<file path="src/rtl/fft_pkg.sv">
// Shared arithmetic helpers for the pipelined FFT butterfly: rounding shift and
// saturate-with-flag, both on 64-bit signed values so any component width fits.
package fft_pkg;

   // Round-half-up arithmetic right shift: (v + 2^(sh-1)) >>> sh.
   function automatic logic signed [63:0] round_shift(input logic signed [63:0] v,
                                                      input int sh);
      return (v + (64'sd1 <<< (sh - 1))) >>> sh;
   endfunction

   function automatic logic signed [63:0] saturate(input logic signed [63:0] v,
                                                   input int w,
                                                   output logic hit);
      logic signed [63:0] hi;
      logic signed [63:0] lo;
      hi  = (64'sd1 <<< (w - 1)) - 64'sd1;
      lo  = -(64'sd1 <<< (w - 1));
      hit = (v > hi) || (v < lo);
      if (v > hi) return hi;
      if (v < lo) return lo;
      return v;
   endfunction

endpackage

</file>
<file path="src/rtl/complex_mult_rnd.sv">
// S1 -> S2 complex multiply b*W: S1 captures b and the (optionally conjugated)
// twiddle, S2 captures the rounded product. Each stage has its own load enable.
module complex_mult_rnd
   import fft_pkg::*;
#(
   parameter int width = 16
) (
   input  logic                 clk,
   input  logic                 en1,
   input  logic                 en2,
   input  logic [2*width-1:0]   b,
   input  logic [2*width-1:0]   twiddle,
   input  logic                 inv,
   output logic [width+1:0]     m_re,
   output logic [width+1:0]     m_im
);

   logic signed [width-1:0]   tw_re;
   logic signed [width-1:0]   tw_im;
   logic signed [width-1:0]   b_re;
   logic signed [width-1:0]   b_im;
   logic signed [width-1:0]   w_re;
   logic signed [width:0]     w_im;
   logic signed [2*width+1:0] br_x;
   logic signed [2*width+1:0] bi_x;
   logic signed [2*width+1:0] wr_x;
   logic signed [2*width+1:0] wi_x;
   logic signed [2*width+1:0] pr;
   logic signed [2*width+1:0] pi;

   assign tw_re = twiddle[2*width-1:width];
   assign tw_im = twiddle[width-1:0];

   // Imag part is held one bit wider so conjugating -2^(width-1) stays exact.
   always_ff @(posedge clk) begin
      if (en1) begin
         b_re <= b[2*width-1:width];
         b_im <= b[width-1:0];
         w_re <= tw_re;
         w_im <= inv ? -((width+1)'(tw_im)) : (width+1)'(tw_im);
      end
   end

   assign br_x = (2*width+2)'(b_re);
   assign bi_x = (2*width+2)'(b_im);
   assign wr_x = (2*width+2)'(w_re);
   assign wi_x = (2*width+2)'(w_im);
   assign pr   = br_x * wr_x - bi_x * wi_x;
   assign pi   = br_x * wi_x + bi_x * wr_x;

   always_ff @(posedge clk) begin
      if (en2) begin
         m_re <= (width+2)'(round_shift(64'(pr), width - 1));
         m_im <= (width+2)'(round_shift(64'(pi), width - 1));
      end
   end

endmodule

</file>
<file path="src/rtl/fft_bfu_pipe.sv">
// Three-stage valid/ready radix-2 butterfly: aout = A + W*B, bout = A - W*B,
// with per-sample conjugate twiddle, optional /2 scaling and sticky saturation flag.
module fft_bfu_pipe
   import fft_pkg::*;
#(
   parameter int width = 16,
   parameter int tagw  = 8
) (
   input  logic                 clk,
   input  logic                 reset,
   input  logic                 in_valid,
   output logic                 in_ready,
   input  logic [2*width-1:0]   a,
   input  logic [2*width-1:0]   b,
   input  logic [2*width-1:0]   twiddle,
   input  logic                 inv,
   input  logic                 scale,
   input  logic [tagw-1:0]      tag_in,
   output logic                 out_valid,
   input  logic                 out_ready,
   output logic [2*width-1:0]   aout,
   output logic [2*width-1:0]   bout,
   output logic [tagw-1:0]      tag_out,
   output logic                 ovf,
   input  logic                 ovf_clr
);

   logic                    v1, v2, v3;
   logic                    ld1, ld2, ld3;
   logic [2*width-1:0]      a1, a2;
   logic                    scale1, scale2;
   logic [tagw-1:0]         tag1, tag2;
   logic signed [width+1:0] m_re, m_im;
   logic [2*width-1:0]      aout_next, bout_next;
   logic [3:0]              hit;
   logic                    sat_any;

   // Ready ripples back from the output; nothing here depends on in_valid.
   assign ld3      = v2 && (!v3 || out_ready);
   assign ld2      = v1 && (!v2 || ld3);
   assign in_ready = !v1 || ld2;
   assign ld1      = in_valid && in_ready;

   complex_mult_rnd #(.width(width)) u_mult (
      .clk     (clk),
      .en1     (ld1),
      .en2     (ld2),
      .b       (b),
      .twiddle (twiddle),
      .inv     (inv),
      .m_re    (m_re),
      .m_im    (m_im)
   );

   always_ff @(posedge clk) begin
      if (ld1) begin
         a1     <= a;
         scale1 <= scale;
         tag1   <= tag_in;
      end
      if (ld2) begin
         a2     <= a1;
         scale2 <= scale1;
         tag2   <= tag1;
      end
   end

   // Lane 1 is the real component (upper half), lane 0 the imaginary.
   for (genvar gi = 0; gi < 2; gi++) begin : g_lane
      logic signed [width-1:0] a_c;
      logic signed [width+1:0] m_c;
      logic signed [width+2:0] s_raw, d_raw, s_sc, d_sc;
      logic signed [width-1:0] s_sat, d_sat;
      logic                    s_hit, d_hit;

      assign a_c   = a2[gi*width +: width];
      assign m_c   = (gi == 1) ? m_re : m_im;
      assign s_raw = (width+3)'(a_c) + (width+3)'(m_c);
      assign d_raw = (width+3)'(a_c) - (width+3)'(m_c);
      assign s_sc  = scale2 ? (width+3)'(round_shift(64'(s_raw), 1)) : s_raw;
      assign d_sc  = scale2 ? (width+3)'(round_shift(64'(d_raw), 1)) : d_raw;

      always_comb begin
         s_hit = 1'b0;
         d_hit = 1'b0;
         s_sat = width'(saturate(64'(s_sc), width, s_hit));
         d_sat = width'(saturate(64'(d_sc), width, d_hit));
      end

      assign aout_next[gi*width +: width] = s_sat;
      assign bout_next[gi*width +: width] = d_sat;
      assign hit[2*gi +: 2]               = {s_hit, d_hit};
   end

   assign sat_any   = |hit;
   assign out_valid = v3;

   always_ff @(posedge clk) begin
      if (!reset) begin
         v1      <= 1'b0;
         v2      <= 1'b0;
         v3      <= 1'b0;
         ovf     <= 1'b0;
         aout    <= '0;
         bout    <= '0;
         tag_out <= '0;
      end else begin
         if (ld1)      v1 <= 1'b1;
         else if (ld2) v1 <= 1'b0;
         if (ld2)      v2 <= 1'b1;
         else if (ld3) v2 <= 1'b0;
         if (ld3)            v3 <= 1'b1;
         else if (out_ready) v3 <= 1'b0;
         if (ld3) begin
            aout    <= aout_next;
            bout    <= bout_next;
            tag_out <= tag2;
         end
         // A saturating load takes priority over a simultaneous clear.
         if (ld3 && sat_any) ovf <= 1'b1;
         else if (ovf_clr)   ovf <= 1'b0;
      end
   end

endmodule
</file>
<file path="config.mk">
export PLATFORM = sky130hd
export DESIGN_NAME = fft_bfu_pipe
export DESIGN_NICKNAME = d
export VERILOG_FILES = /design/src/rtl/fft_pkg.sv /design/src/rtl/complex_mult_rnd.sv /design/src/rtl/fft_bfu_pipe.sv
export SDC_FILE = /design/constraint.sdc
export NUM_CORES = 2
export LEC_CHECK = 0
export CORE_MARGIN = 1
export CORE_UTILIZATION = 45
export CTS_CLUSTER_SIZE = 30
export DETAILED_ROUTE_END_ITERATION = 10
export PLACE_DENSITY = 0.62
export SLEW_MARGIN = 10
export SYNTH_ARGS = -nofsm -noshare
export SYNTH_HDL_FRONTEND = slang
export SYNTH_SLANG_ARGS = --single-unit
</file>
<file path="constraint.sdc">
create_clock -name clk -period 23.9 [get_ports clk]
set_clock_uncertainty 0.15 [all_clocks]
set_input_delay 7.17 -clock clk [delete_from_list [all_inputs] [get_ports clk]]
set_output_delay 7.17 -clock clk [all_outputs]
set_load 0.1 [all_outputs]
</file>
After elaboration in Yosys (flattened, before gate mapping)
Cells that the tools add are included.

cells by class
  muxes and demuxes = 41
  $lt $le $gt $ge = 8
  multipliers = 4
  reductions and logical operators = 19
  add/subtract/negate cells = 13

operators with widths
  kind                      count
  $mux W16                  16
  $add A19 B2 Y20 const B   4
  $gt A19 B16 Y1 const B    4
  $lt A19 B16 Y1 const B    4
  $mux W19                  4
  $add A33 B16 Y33 const B  2
  $mul A16 B17 Y33          2
  $mul A16 B16 Y32          2
  $add A16 B18 Y19          2
  $sub A16 B18 Y19          2
  $add A33 B33 Y33          1
  $sub A33 B33 Y33          1
  $mux W1                   20
  $mux W17                  1
  $neg A16 Y17              1
  $reduce_bool A2 Y1        4
  $logic_or A1 B1 Y1        7
  $logic_and A1 B1 Y1       4
  $reduce_or A4 Y1          1
  $logic_not A1 Y1          3

word-level totals
  bits in registers = 259
  input bits = 111
  word-level logic and storage cells = 104

Longest topological paths before layout
  depth after elaboration = 8
  depth in mapped cells = 45

Hierarchy
A second synthesis with hierarchy kept.

second synthesis, totals
  cells, all modules = 5,873
  area, all modules = 55,594.6 um^2

modules (own cells, without submodules)
  module            sequential area each (um^2)  area each (um^2)  cells each  instances
  complex_mult_rnd  3,032.9                      43,533.0          4,452       1
  fft_bfu_pipe      3,983.8                      12,061.6          1,421       1

Worst setup path before layout
No wires, ideal clock.

  kind = input to output
  start point = in out_ready
  end point = out in_ready
  data required time = 16.580 ns
  data arrival time = 8.243 ns
  setup slack = 8.337 ns
  buffers on the path = 0
  stages on the path = 2
  path through = nor2b_1 -> nand3_1

on the way
  word-level cells in the longest chain between the ends = 5

RTL lines
  item                 RTL line            RTL
  start, declared      fft_bfu_pipe.sv:20  input logic out_ready,
  $logic_or A1 B1 Y1   fft_bfu_pipe.sv:39  assign ld3 = v2 && (!v3 || out_ready);
  $logic_and A1 B1 Y1  fft_bfu_pipe.sv:39
  $logic_or A1 B1 Y1   fft_bfu_pipe.sv:40  assign ld2 = v1 && (!v2 || ld3);
  $logic_and A1 B1 Y1  fft_bfu_pipe.sv:40
  $logic_or A1 B1 Y1   fft_bfu_pipe.sv:41  assign in_ready = !v1 || ld2;
  end, declared        fft_bfu_pipe.sv:12  output logic in_ready,

Every way passes these cells.

Worst setup path after layout
Ends and elaborated chain as after synthesis.

==> metrics.md <==
| Metric | Value |
|---|---|
| Run status | complete, no violations |
| CTS buffer count | 39 |
| R2r endpoint | u_mult.m_im[15] |
| Latest clock arrival within the worst-skew pair | 0.63 ns |
| RR Startpoint | u_mult.b_im[11] |
| # port buffers | 185 |
| Area Overhead vs Synth | 8.426% |
| Remaining antenna violation count | 0 |
| Final Cycle Share | 69.89% |
| Maximum fanout along the worst path | 7 |
| Reg2reg path depth | 36 |
| Clock Pin Slew Worst Setup and Hold Paths | 0.05 ns |
| NumNets Final | 7775 |
| Slew Viols, Final | 0 |
| Core footprint | 0.1256 sq mm |
| Vias in the first global route | 42896 |
| Flops & latches, synth | 259 |
| Iter 0 DRT Violations | 2153 |
| Reg2Reg Setup Slack | 11.80 ns |
| Avg Inst Size Synth | 9.423 sq um |
| # fillers | 11757 |
| DRC viols | 0 |
| Die Span X | 357.5 microns |
| Footprint of the multi-input gates | 0.04388 sq mm |
| Startpoint types | input port |
| Layout cell share with drive strength beyond 1 | 3.544% |
| CTS Sinks | 259 |
| CTS tree | yes |
| Syn Std Cell Area | 0.05688 sq mm |
| Num ports | 186 |
| Tot GR Track Use | 22.28% |
| Hold-fix buffers at CTS | 0 |
| Die height | 357.5 microns |
| Max-Slew Margin vs Limit | 25.24% |
| DIE AREA | 0.1278 sq mm |
| Type of the most critical hold path | register to register |
| First-pass GRT wire length | 225700 microns |
| Primary FF master, synth | edfxtp_1 |
| Tmin final | 16.70 ns |
| DRT Pass-1 Iters | 5 |
| Clk buf depth | 3 |
| Clock Tree Root | clkbuf_16 |
| Worst Setup SP | out_ready |
| Largest net degree at the start of global routing | 101 |
| Slew at the pin closest to its max-slew limit | 1.121 ns |
| CP Capture Type | output port |
| DR WL/cell | 17.82 microns |
| Post-synthesis sequential area ratio | 12.34% |
| Fin util | 49.12% |
| Post-synthesis instance total | 6037 |
| Fmax | 0.05987 GHz |
| Placer Congestion | 0.8776 |
| Avg Vias per Cell | 5.180 |
| Syn nets | 7747 |
| Async SR Flop Fraction | 0% |
| Initial core utilization | 45.30% |
| Worst Path Arrival | 9.38 ns |
| DR vias | 40149 |
| Crit Path Category | input port to output port |
| Max-Cap Viols | 0 |
| Setup Buffers After CTS | 0 |
| Worst setup path end | in_ready |
| Hold Fails Final Rpt | 0 |
| CP required | 16.58 ns |
| Std-Cell Rows | 130 |
| Number of synthesized flops with an enable pin | 183 |
| Setup TNS | 0 ns |
| H-tree depth | 2 |
| Unrepaired setup endpoints after global routing | no |
| Dpl hpwl | 108700 microns |
| Post-synth cell types | 106 |
| DRT Wirelength | 138100 microns |
| Sequential cell area | 0.007017 sq mm |
| Total gr overflow | 0 |
| Post-cts sizing count | 0 |
| Antenna violations before repair | 7 |
| Syn. warnings | 0 |
| Final setup vio count | 0 |
==> cell type report <==
| class | count | area share, % |
|---|---|---|
| Antenna cell | 7 | 0.02840 |
| Tap cell | 1650 | 3.347 |
| Clock buffer | 45 | 1.619 |
| Inverter | 1319 | 8.027 |
| Timing Repair Buffer | 259 | 3.895 |
| Sequential cell | 259 | 11.38 |
| Multi-Input combinational cell | 4187 | 71.14 |
| Clock inverter | 25 | 0.5680 |
==> per-layer routing <==
| metal | GRT usage, % | share of wire [%] | vias up |
|---|---|---|---|
| met5 | 0 | 0.015 | - |
| met4 | 5.821 | 2.3 | 4 |
| met1 | 27.97 | 43 | 20503 |
| met3 | 2.992 | 4.6 | 182 |
| met2 | 40.14 | 51 | 745 |
| li1 | - | - | 18715 |
==> placed cells by master, fill, tap and decap left out, types with 14 or more instances in the layout <==
| master | instances |
|---|---|
| nand2_1 | 640 |
| ha_1 | 451 |
| a21o_1 | 55 |
| o21bai_1 | 15 |
| and2_1 | 497 |
| a31oi_1 | 27 |
| nor3_1 | 54 |
| and3_1 | 14 |
| or2_2 | 16 |
| xor2_1 | 44 |
| a21boi_0 | 14 |
| clkdlybuf4s50_1 | 184 |
| nand4_1 | 16 |
| o221a_1 | 14 |
| or3_1 | 29 |
| nor2_1 | 184 |
| xnor2_1 | 146 |
| clkbuf_16 | 39 |
| o21a_1 | 36 |
| nor2b_1 | 49 |
| o211ai_1 | 23 |
| nand3_1 | 54 |
| edfxtp_1 | 183 |
| o31ai_1 | 17 |
| dfxtp_1 | 76 |
| o221a_2 | 17 |
| o21ai_0 | 132 |
| a211oi_1 | 29 |
| nand2b_1 | 63 |
| fa_1 | 1148 |
| a21oi_1 | 165 |
| buf_4 | 74 |
| inv_1 | 1314 |
==> per-stage QoR <==
step	hold WS, ns	std cells	cell area (sq um)	worst slack, ns
after detailed placement	0.2545	7674	60310	7.193
after CTS	0.2675	7744	61660	7.200
final	0.2663	7751	61680	7.197
after floorplan	0.2503	6037	56880	8.337
after global routing	0.2731	7745	61660	7.132
after global placement	0.2518	7674	60310	7.195
==> Yosys cell counts, types with 36 or more instances <==
master,number,area (sq um)
nor2_1,184,690.7
edfxtp_1,183,5495
clkbuf_1,245,919.6
a21o_1,55,412.9
and2_1,497,3109
nand2b_1,63,394.1
nand3_1,54,270.3
xnor2_1,146,1279
nor2b_1,50,312.8
o21a_1,36,270.3
ha_1,451,5643
nand2_1,640,2402
inv_1,1314,4932
nor3_1,54,270.3
dfxtp_1,76,1521
o21ai_0,132,660.6
a21oi_1,165,825.8
xor2_1,44,385.4
fa_1,1148,22980
==> how the worst min path moves through the flow <==
stage	startpoint	end	cells after the start
floorplan	a1[0]	a2[0]	0
global placement	tag1[3]	tag2[3]	0
detailed placement	a1[30]	a2[30]	0
CTS	tag1[1]	tag2[1]	0
global route	a1[19]	a2[19]	0
finish	tag1[0]	tag2[0]	0
==> state kept, by name (all words and copies together), names as in the netlist, 17 cells and up <==
signal,count
a2,32
aout,32
u_mult.w_im,17
a1,32
u_mult.m_re,18
bout,32
u_mult.m_im,18
==> cell families after synthesis <==
logic type,after synthesis,synth area share (%)
XOR/XNOR,190,2.925
AO/OA/AOI/OAI,684,8.382
buffers and inverters,1591,10.59
AND/OR/NAND/NOR,1702,15.23
adder cells (fa/ha/maj),1599,50.32
flip-flops,259,12.34
multiplexers,12,0.2178
==> critical path, stage by stage <==
cell             delay, ns
clkdlybuf4s50_1       0.40
nor2b_1               0.61
nand3_1               0.18
clkdlybuf4s50_1       1.01
Power is not shown: default switching activity piles up to over one toggle a cycle in this logic, so the estimate is an artifact.
